$ cat src/rtl/apb_master.sv
// APB master: turns a single-command request/response handshake into an
// APB transfer on one of two slaves, with a bounded PREADY wait.
module apb_master #(
  parameter int DATA_SIZE = 7,
  parameter int ADDR_SIZE = 8,
  parameter int TIMEOUT   = 15
) (
  input  logic                 PCLK,
  input  logic                 PRESET_n,
  input  logic                 cmd_valid_i,
  output logic                 cmd_ready_o,
  input  logic                 cmd_write_i,
  input  logic [ADDR_SIZE:0]   cmd_addr_i,
  input  logic [DATA_SIZE:0]   cmd_wdata_i,
  output logic                 PSEL1_o,
  output logic                 PSEL2_o,
  output logic                 PENABLE_o,
  output logic                 PWRITE_o,
  output logic [ADDR_SIZE:0]   PADDR_o,
  output logic [DATA_SIZE:0]   PWDATA_o,
  input  logic [DATA_SIZE:0]   PRDATA1_i,
  input  logic [DATA_SIZE:0]   PRDATA2_i,
  input  logic                 PREADY1_i,
  input  logic                 PREADY2_i,
  output logic                 rsp_valid_o,
  output logic [DATA_SIZE:0]   rsp_rdata_o,
  output logic                 rsp_err_o
);

  // Wait counter only needs to hold 0 .. TIMEOUT-1.
  localparam int CNT_W = (TIMEOUT > 2) ? $clog2(TIMEOUT) : 1;
  localparam logic [CNT_W-1:0] CNT_LAST = CNT_W'(TIMEOUT - 1);
  localparam logic [CNT_W-1:0] CNT_ONE  = CNT_W'(1);

  typedef enum logic [1:0] {IDLE, SETUP, ACCESS} state_t;

  state_t               state_reg, state_next;
  logic                 psel1_reg, psel1_next;
  logic                 psel2_reg, psel2_next;
  logic                 penable_reg, penable_next;
  logic                 pwrite_reg, pwrite_next;
  logic [ADDR_SIZE:0]   paddr_reg, paddr_next;
  logic [DATA_SIZE:0]   pwdata_reg, pwdata_next;
  logic                 rsp_valid_reg, rsp_valid_next;
  logic [DATA_SIZE:0]   rsp_rdata_reg, rsp_rdata_next;
  logic                 rsp_err_reg, rsp_err_next;
  logic [CNT_W-1:0]     wait_cnt_reg, wait_cnt_next;

  // Only the slave addressed by the latched select bit is listened to.
  logic                 sel2;
  logic                 sel_ready;
  logic [DATA_SIZE:0]   sel_rdata;

  assign sel2      = paddr_reg[ADDR_SIZE];
  assign sel_ready = sel2 ? PREADY2_i : PREADY1_i;
  assign sel_rdata = sel2 ? PRDATA2_i : PRDATA1_i;

  // Next-state and next-output logic; every register holds unless changed.
  always_comb begin
    state_next     = state_reg;
    psel1_next     = psel1_reg;
    psel2_next     = psel2_reg;
    penable_next   = penable_reg;
    pwrite_next    = pwrite_reg;
    paddr_next     = paddr_reg;
    pwdata_next    = pwdata_reg;
    rsp_valid_next = 1'b0;
    rsp_rdata_next = rsp_rdata_reg;
    rsp_err_next   = rsp_err_reg;
    wait_cnt_next  = wait_cnt_reg;
    case (state_reg)
      IDLE: begin
        if (cmd_valid_i) begin
          state_next    = SETUP;
          pwrite_next   = cmd_write_i;
          paddr_next    = cmd_addr_i;
          pwdata_next   = cmd_wdata_i;
          psel1_next    = ~cmd_addr_i[ADDR_SIZE];
          psel2_next    = cmd_addr_i[ADDR_SIZE];
          wait_cnt_next = '0;
        end
      end
      SETUP: begin
        state_next   = ACCESS;
        penable_next = 1'b1;
      end
      ACCESS: begin
        if (sel_ready) begin
          state_next     = IDLE;
          psel1_next     = 1'b0;
          psel2_next     = 1'b0;
          penable_next   = 1'b0;
          rsp_valid_next = 1'b1;
          rsp_err_next   = 1'b0;
          rsp_rdata_next = pwrite_reg ? '0 : sel_rdata;
        end else if (wait_cnt_reg == CNT_LAST) begin
          // This is the TIMEOUT-th ACCESS cycle without PREADY: give up.
          state_next     = IDLE;
          psel1_next     = 1'b0;
          psel2_next     = 1'b0;
          penable_next   = 1'b0;
          rsp_valid_next = 1'b1;
          rsp_err_next   = 1'b1;
          rsp_rdata_next = '0;
        end else begin
          wait_cnt_next = wait_cnt_reg + CNT_ONE;
        end
      end
      default: state_next = IDLE;
    endcase
  end

  // State and output registers, cleared asynchronously by PRESET_n.
  always_ff @(posedge PCLK or negedge PRESET_n) begin
    if (!PRESET_n) begin
      state_reg     <= IDLE;
      psel1_reg     <= 1'b0;
      psel2_reg     <= 1'b0;
      penable_reg   <= 1'b0;
      pwrite_reg    <= 1'b0;
      paddr_reg     <= '0;
      pwdata_reg    <= '0;
      rsp_valid_reg <= 1'b0;
      rsp_rdata_reg <= '0;
      rsp_err_reg   <= 1'b0;
      wait_cnt_reg  <= '0;
    end else begin
      state_reg     <= state_next;
      psel1_reg     <= psel1_next;
      psel2_reg     <= psel2_next;
      penable_reg   <= penable_next;
      pwrite_reg    <= pwrite_next;
      paddr_reg     <= paddr_next;
      pwdata_reg    <= pwdata_next;
      rsp_valid_reg <= rsp_valid_next;
      rsp_rdata_reg <= rsp_rdata_next;
      rsp_err_reg   <= rsp_err_next;
      wait_cnt_reg  <= wait_cnt_next;
    end
  end

  assign cmd_ready_o = (state_reg == IDLE);
  assign PSEL1_o     = psel1_reg;
  assign PSEL2_o     = psel2_reg;
  assign PENABLE_o   = penable_reg;
  assign PWRITE_o    = pwrite_reg;
  assign PADDR_o     = paddr_reg;
  assign PWDATA_o    = pwdata_reg;
  assign rsp_valid_o = rsp_valid_reg;
  assign rsp_rdata_o = rsp_rdata_reg;
  assign rsp_err_o   = rsp_err_reg;

endmodule

$ cat config.mk
export PLATFORM = sky130hd
export DESIGN_NAME = apb_master
export DESIGN_NICKNAME = d
export VERILOG_FILES = /design/src/rtl/apb_master.sv
export SDC_FILE = /design/constraint.sdc
export NUM_CORES = 1
export LEC_CHECK = 0
export BUFFER_PORTS_ARGS = -buffer_cell sky130_fd_sc_hd__buf_2
export CORE_MARGIN = 2
export CORE_UTILIZATION = 50
export CTS_BUF_LIST = sky130_fd_sc_hd__clkbuf_4 sky130_fd_sc_hd__clkbuf_8 sky130_fd_sc_hd__clkbuf_16
export DETAILED_ROUTE_END_ITERATION = 6
export GPL_ROUTABILITY_DRIVEN = 0
export PLACE_DENSITY = 0.84
export SLEW_MARGIN = 20
export SYNTH_ARGS = -nofsm -noshare
export SYNTH_HDL_FRONTEND = slang
export SYNTH_SLANG_ARGS = --single-unit
$ cat constraint.sdc
create_clock -name PCLK -period 3.7 [get_ports PCLK]
set_input_delay 0 -clock PCLK [delete_from_list [all_inputs] [get_ports PCLK]]
set_output_delay 0 -clock PCLK [all_outputs]
set_load 0.005 [all_outputs]
==> results of run 1 <==
[metal layers]
layer / up-vias / part of all wire, %
met5: - / 0
met4: 0 / 3.0
met3: 18 / 4.8
met2: 58 / 52
met1: 737 / 40
li1: 711 / -
[worst max path at each step]
stage,slack [ns],end,from
finish,1.62,wait_cnt_reg[2],state_reg[1]
global route,1.39,wait_cnt_reg[2],state_reg[0]
CTS,1.65,wait_cnt_reg[2],state_reg[1]
detailed placement,1.66,wait_cnt_reg[2],state_reg[1]
global placement,1.75,wait_cnt_reg[2],state_reg[1]
floorplan,2.30,wait_cnt_reg[3],state_reg[0]
[critical path, cell delays in order (launching register included)]
cell      delay (ns)
dfrtp_1         0.44
or3b_1          0.68
clkinv_2        0.47
a31oi_2         0.29
a22o_1          0.15
[synthesized netlist by cell type]
master / count
clkinv_2: 1
buf_12: 1
buf_4: 1
buf_2: 3
ha_1: 2
nor2_1: 2
o21ai_0: 2
or3b_1: 1
and2b_1: 1
inv_1: 3
or3_1: 1
a21oi_1: 1
mux2_2: 1
nand2b_1: 3
o21ai_1: 1
o2bb2ai_1: 8
mux2i_1: 10
nand3_1: 3
inv_2: 1
and3_1: 1
buf_6: 1
nand2_1: 58
o22ai_1: 1
clkbuf_1: 2
a211o_1: 1
dfrtp_1: 37
mux2i_2: 1
nor4_1: 1
a2bb2oi_1: 1
a31oi_2: 1
a21o_1: 1
a22o_1: 1
[area by class of cell]
class / count / area (um^2)
clock inverters: 1 / 5.00
flip-flops and latches: 37 / 926
repair buffers: 105 / 701
clock buffers: 7 / 65.1
inverters: 5 / 20.0
well taps: 44 / 55.1
multi-input cells: 103 / 587
fillers: 216 / 694
[power by group]
part / internal, uW / switching (uW) / leakage [uW] / total [uW]
Combinational: 325 / 298 / 0.000775 / 622
Sequential: 583 / 140 / 0.000467 / 723
Clock: 110 / 134 / 0.0000413 / 245
[cells by family (layout without fill, tap and decap cells)]
kind of cell    count (synthesis)  count (layout)  share of synthesized area (%)
simple gates                   71              71                           18.4
flops                          37              37                           58.1
compound gates                 18              18                           8.95
buf+inv                        13             118                           5.10
mux                            12              12                           7.85
fa+ha+maj                       2               2                           1.57
[timing repair]
item,CTS,global route
setup buffers,0,0
endpoints found under the hold margin,65,0
hold buffers,35,0
[metrics by stage]
stage	worst slack [ns]	instances	instance area, um^2
floorplan	2.30	153	1590
global placement	1.75	259	1940
detailed placement	1.66	259	1940
CTS	1.65	302	2360
global route	1.39	302	2360
finish	1.62	302	2360
==> flow_summary.toml, run 1 <==
[outcome]
outcome = "finished clean"

[final_layout]
diodes = 0
final_cell_mix = "70 x buf_2, 58 x nand2_1, 37 x dfrtp_1, 35 x dlygate4sd3_1, 10 x mux2i_1"
largest_reg_flops = 9
final_nets = 298
utilization_pct = 77.3
area_growth_pct = 48.0
drive_gt1_share_pct = 32.2
final_common_cell = "buf_2"

[placement]
dp_hpwl_um = 2420
place.port_buffers = 70

[route]
first_pass_iters = 4
first_iter_violations = 64
viasPerCell = 5.05
antenna_left = 0
remaining_drc_errors = 0
routed_wl_um = 4370
wl_per_cell_um = 14.5
via_count = 1524

[cts]
cts.root.buffer_cell = "clkbuf_4"
numClockSinks = 37
cts_buffer_depth = 2
cts.clk_slew.worst_paths_ns = 0.11
cts_tree = "built"
cts_buffers = 5
clkLatencyLatePin_ns = 0.34
htree_levels = 2
cts_resized = 0

[grt]
grt_overflow_total = 0
grt_pass1_wl_um = 6830
busiest_layer = "met2"
grt_antenna_before_repair = 0
global_route.usage.met2_pct = 45.2
grt.met3_usage_pct = 7.46
grt_usage_pct = 26.0
grt_max_degree = 38
grt_pass1_vias = 1456
grt_use_met1_pct = 32.2

[pwr]
peakVddDrop_mv = 0.452
total_power_uw = 1590
power.density_mw_per_mm2 = 674
power_leakage_uw = 0.00128

[hold_path]
hold_start = "PREADY2_i"
whs_path_depth = 3
hp-class = "input pin to flip-flop"
hold-path-endpoint = "rsp_err_o"

[synthesis]
synthCells = 153
yosysSeqAreaShare_pct = 58.1
syn_area_mm2 = 0.00159
synth_fp_nets = 194
yosys-top-cells-area = "dfrtp_1 58%, nand2_1 14%, mux2i_1 6.3%"
syn_area_per_cell_um2 = 10.4
synth_top_area_cell = "dfrtp_1"
synth.distinct_cells = 32
synth_seq_cells = 37
yosysTopAreaCellShare_pct = 58.1
synth_warnings = 0

[timing]
rsz0062_at_grt = "false"
tns_ns = 0
finalCritPeriodShare_pct = 56.3
fmax_mhz = 480
fin_skew_ns = 0.00424
final_max_slew_viol_count = 0
timing.final.setup_violations = 0
hold_violations = 0
maxSlewHeadroom_pct = 45.1
tightest_slew_ns = 0.823
fin_hold_ws_ns = 0.00726
period_needed_ns = 2.08

[critical_path]
cp-end-kind = "flip-flop"
rrSetupSlack_ns = 1.62
cp_max_fo = 24
r2r_cells = 4
timing.rr.end = "wait_cnt_reg[2]"
path_class = "flip-flop to flip-flop"
cp.required_ns = 3.99
start_kind = "flip-flop"
crit_arrival_ns = 2.37
r2r_start = "state_reg[1]"

[floorplanning]
die_x_um = 60.5
dieArea_mm2 = 0.00366
fp.coreArea_mm2 = 0.00305
initial_core_util_pct = 52.2
rows = 20
die-height_um = 60.5
io-pin-count = 71

[job]
cap_viol_max_count = 0
Power figures use the tool's default switching activity.
==> run 2, diff against run 1 <==
--- a/config.mk
+++ b/config.mk
@@ -7,11 +7,11 @@
 export LEC_CHECK = 0
 export BUFFER_PORTS_ARGS = -buffer_cell sky130_fd_sc_hd__buf_2
 export CORE_MARGIN = 2
-export CORE_UTILIZATION = 50
+export CORE_UTILIZATION = 46
 export CTS_BUF_LIST = sky130_fd_sc_hd__clkbuf_4 sky130_fd_sc_hd__clkbuf_8 sky130_fd_sc_hd__clkbuf_16
 export DETAILED_ROUTE_END_ITERATION = 6
 export GPL_ROUTABILITY_DRIVEN = 0
-export PLACE_DENSITY = 0.84
+export PLACE_DENSITY = 0.78
 export SLEW_MARGIN = 20
 export SYNTH_ARGS = -nofsm -noshare
 export SYNTH_HDL_FRONTEND = slang
==> constraint.sdc (replaced) <==
create_clock -name PCLK -period 2.02 [get_ports PCLK]
set_input_delay 0 -clock PCLK [delete_from_list [all_inputs] [get_ports PCLK]]
set_output_delay 0 -clock PCLK [all_outputs]
set_load 0.005 [all_outputs]
==> flow_summary.toml, run 2 (synthesis gave the netlist of run 1 again) <==
[hold_path]
hp-class = "input pin to flip-flop"
hold-path-endpoint = "rsp_err_o"
hold_start = "PREADY2_i"
whs_path_depth = 3

[route]
antenna_left = 0
first_iter_violations = 55
viasPerCell = 4.80
first_pass_iters = 4
routed_wl_um = 4180
wl_per_cell_um = 13.7
remaining_drc_errors = 0
via_count = 1465

[critical_path]
r2r_start = "PADDR_o[8]"
rrSetupSlack_ns = 0.37
cp_max_fo = 9
crit_arrival_ns = 1.87
start_kind = "flip-flop"
crit_start = "PADDR_o[8]"
cp.required_ns = 2.24
timing.rr.end = "rsp_rdata_o[1]"
cp-end-kind = "flip-flop"
path_class = "flip-flop to flip-flop"
r2r_cells = 4

[cts]
cts_buffers = 5
cts.clk_slew.worst_paths_ns = 0.11
numClockSinks = 37
cts_tree = "built"
cts.root.buffer_cell = "clkbuf_4"
clkLatencyLatePin_ns = 0.34
cts_buffer_depth = 2
htree_levels = 2

[final_layout]
multiInputGateArea_um2 = 587
fin_area_mm2 = 0.00236
area_growth_pct = 48.4
utilization_pct = 70.9
seq_area_um2 = 926
fillCellCount = 251
final_common_cell = "buf_2"
final_cell_mix = "70 x buf_2, 58 x nand2_1, 37 x dfrtp_1, 35 x dlygate4sd3_1, 10 x mux2i_1"
diodes = 0
drive_gt1_share_pct = 32.4
largest_reg_flops = 9
final_nets = 300

[grt]
grt_antenna_before_repair = 0
grt_overflow_total = 0
grt_pass1_wl_um = 7090
grt_max_degree = 38
grt_usage_pct = 23.4
grt_pass1_vias = 1524

[timing]
tns_ns = 0
maxSlewHeadroom_pct = 47.3
finalCritPeriodShare_pct = 81.8
timing.final.setup_violations = 0
period_needed_ns = 1.65
final_max_slew_viol_count = 0
fmax_mhz = 605
rsz0062_at_grt = "false"
fin_hold_ws_ns = 0.0727
tightest_slew_ns = 0.790
fin_skew_ns = 0.00703
hold_violations = 0

[placement]
place_area_mm2 = 0.00196
dp_hpwl_um = 2520
place.port_buffers = 70

[pwr]
total_power_uw = 2880
power.density_mw_per_mm2 = 1220
power_leakage_uw = 0.00129
peakVddDrop_mv = 0.667

[floorplanning]
dieArea_mm2 = 0.00395
die-height_um = 62.9
die_x_um = 62.9
initial_core_util_pct = 47.8
rows = 21
fp.coreArea_mm2 = 0.00334
io-pin-count = 71

[outcome]
outcome = "finished clean"

[job]
cap_viol_max_count = 0
[run 2: changes by cell type in the layout (fill, tap and decap cells not counted), sizes merged]
| cell | delta |
|---|---|
| buf | +2 |
| clkinv | -1 |
[run 2: power by group]
group / internal, uW / leakage, uW / switching, uW
sequential: 1070 / 0.000467 / 214
clock: 178 / 0.0000348 / 229
combinational: 614 / 0.000784 / 575
[run 2: layer usage]
metal / part of all wire, % / wire length (um) / global-route usage [%] / vias up
met5: 0 / 0 / 0 / -
met4: 1.3 / 53 / 9.72 / 0
met3: 4.9 / 206 / 6.49 / 6
met2: 52 / 2180 / 38.3 / 45
met1: 42 / 1740 / 29.0 / 700
li1: - / - / - / 714
[run 2: critical path, stage by stage, from the launching register on]
cell and delay (ns):
dfrtp_1 0.46, buf_4 0.23, mux2i_1 0.20, dlygate4sd3_1 0.57
o2bb2ai_1 0.07
[run 2: repair_timing]
item,4_1_cts,5_1_grt
buffers inserted,0,0
endpoints found under the hold margin,65,0
hold buffers,35,0
gates resized for setup,0,0
[run 2: how the worst max path moves through the flow]
| stage | to | slack [ns] | depth (start not counted) |
|---|---|---|---|
| global route | rsp_rdata_o[1] | 0.28 | 4 |
| detailed placement | wait_cnt_reg[3] | 0.47 | 4 |
| finish | rsp_rdata_o[1] | 0.37 | 4 |
| floorplan | wait_cnt_reg[3] | 0.62 | 5 |
| global placement | wait_cnt_reg[3] | 0.50 | 4 |
| CTS | rsp_rdata_o[1] | 0.40 | 4 |
[run 2: metrics by stage]
step,cells,setup WS (ns)
2_1_floorplan,153,0.621
3_3_place_gp,263,0.495
3_5_place_dp,263,0.471
4_1_cts,305,0.403
5_1_grt,305,0.284
6_report,305,0.368
[run 2: cell type report]
| class | count | share of cell area, % |
|---|---|---|
| sequential | 37 | 39.2 |
| timing repair buffer | 107 | 30.3 |
| multi-input combinational | 103 | 24.8 |
| tap | 46 | 2.43 |
| clock buffer | 7 | 2.49 |
| inverter | 5 | 0.847 |
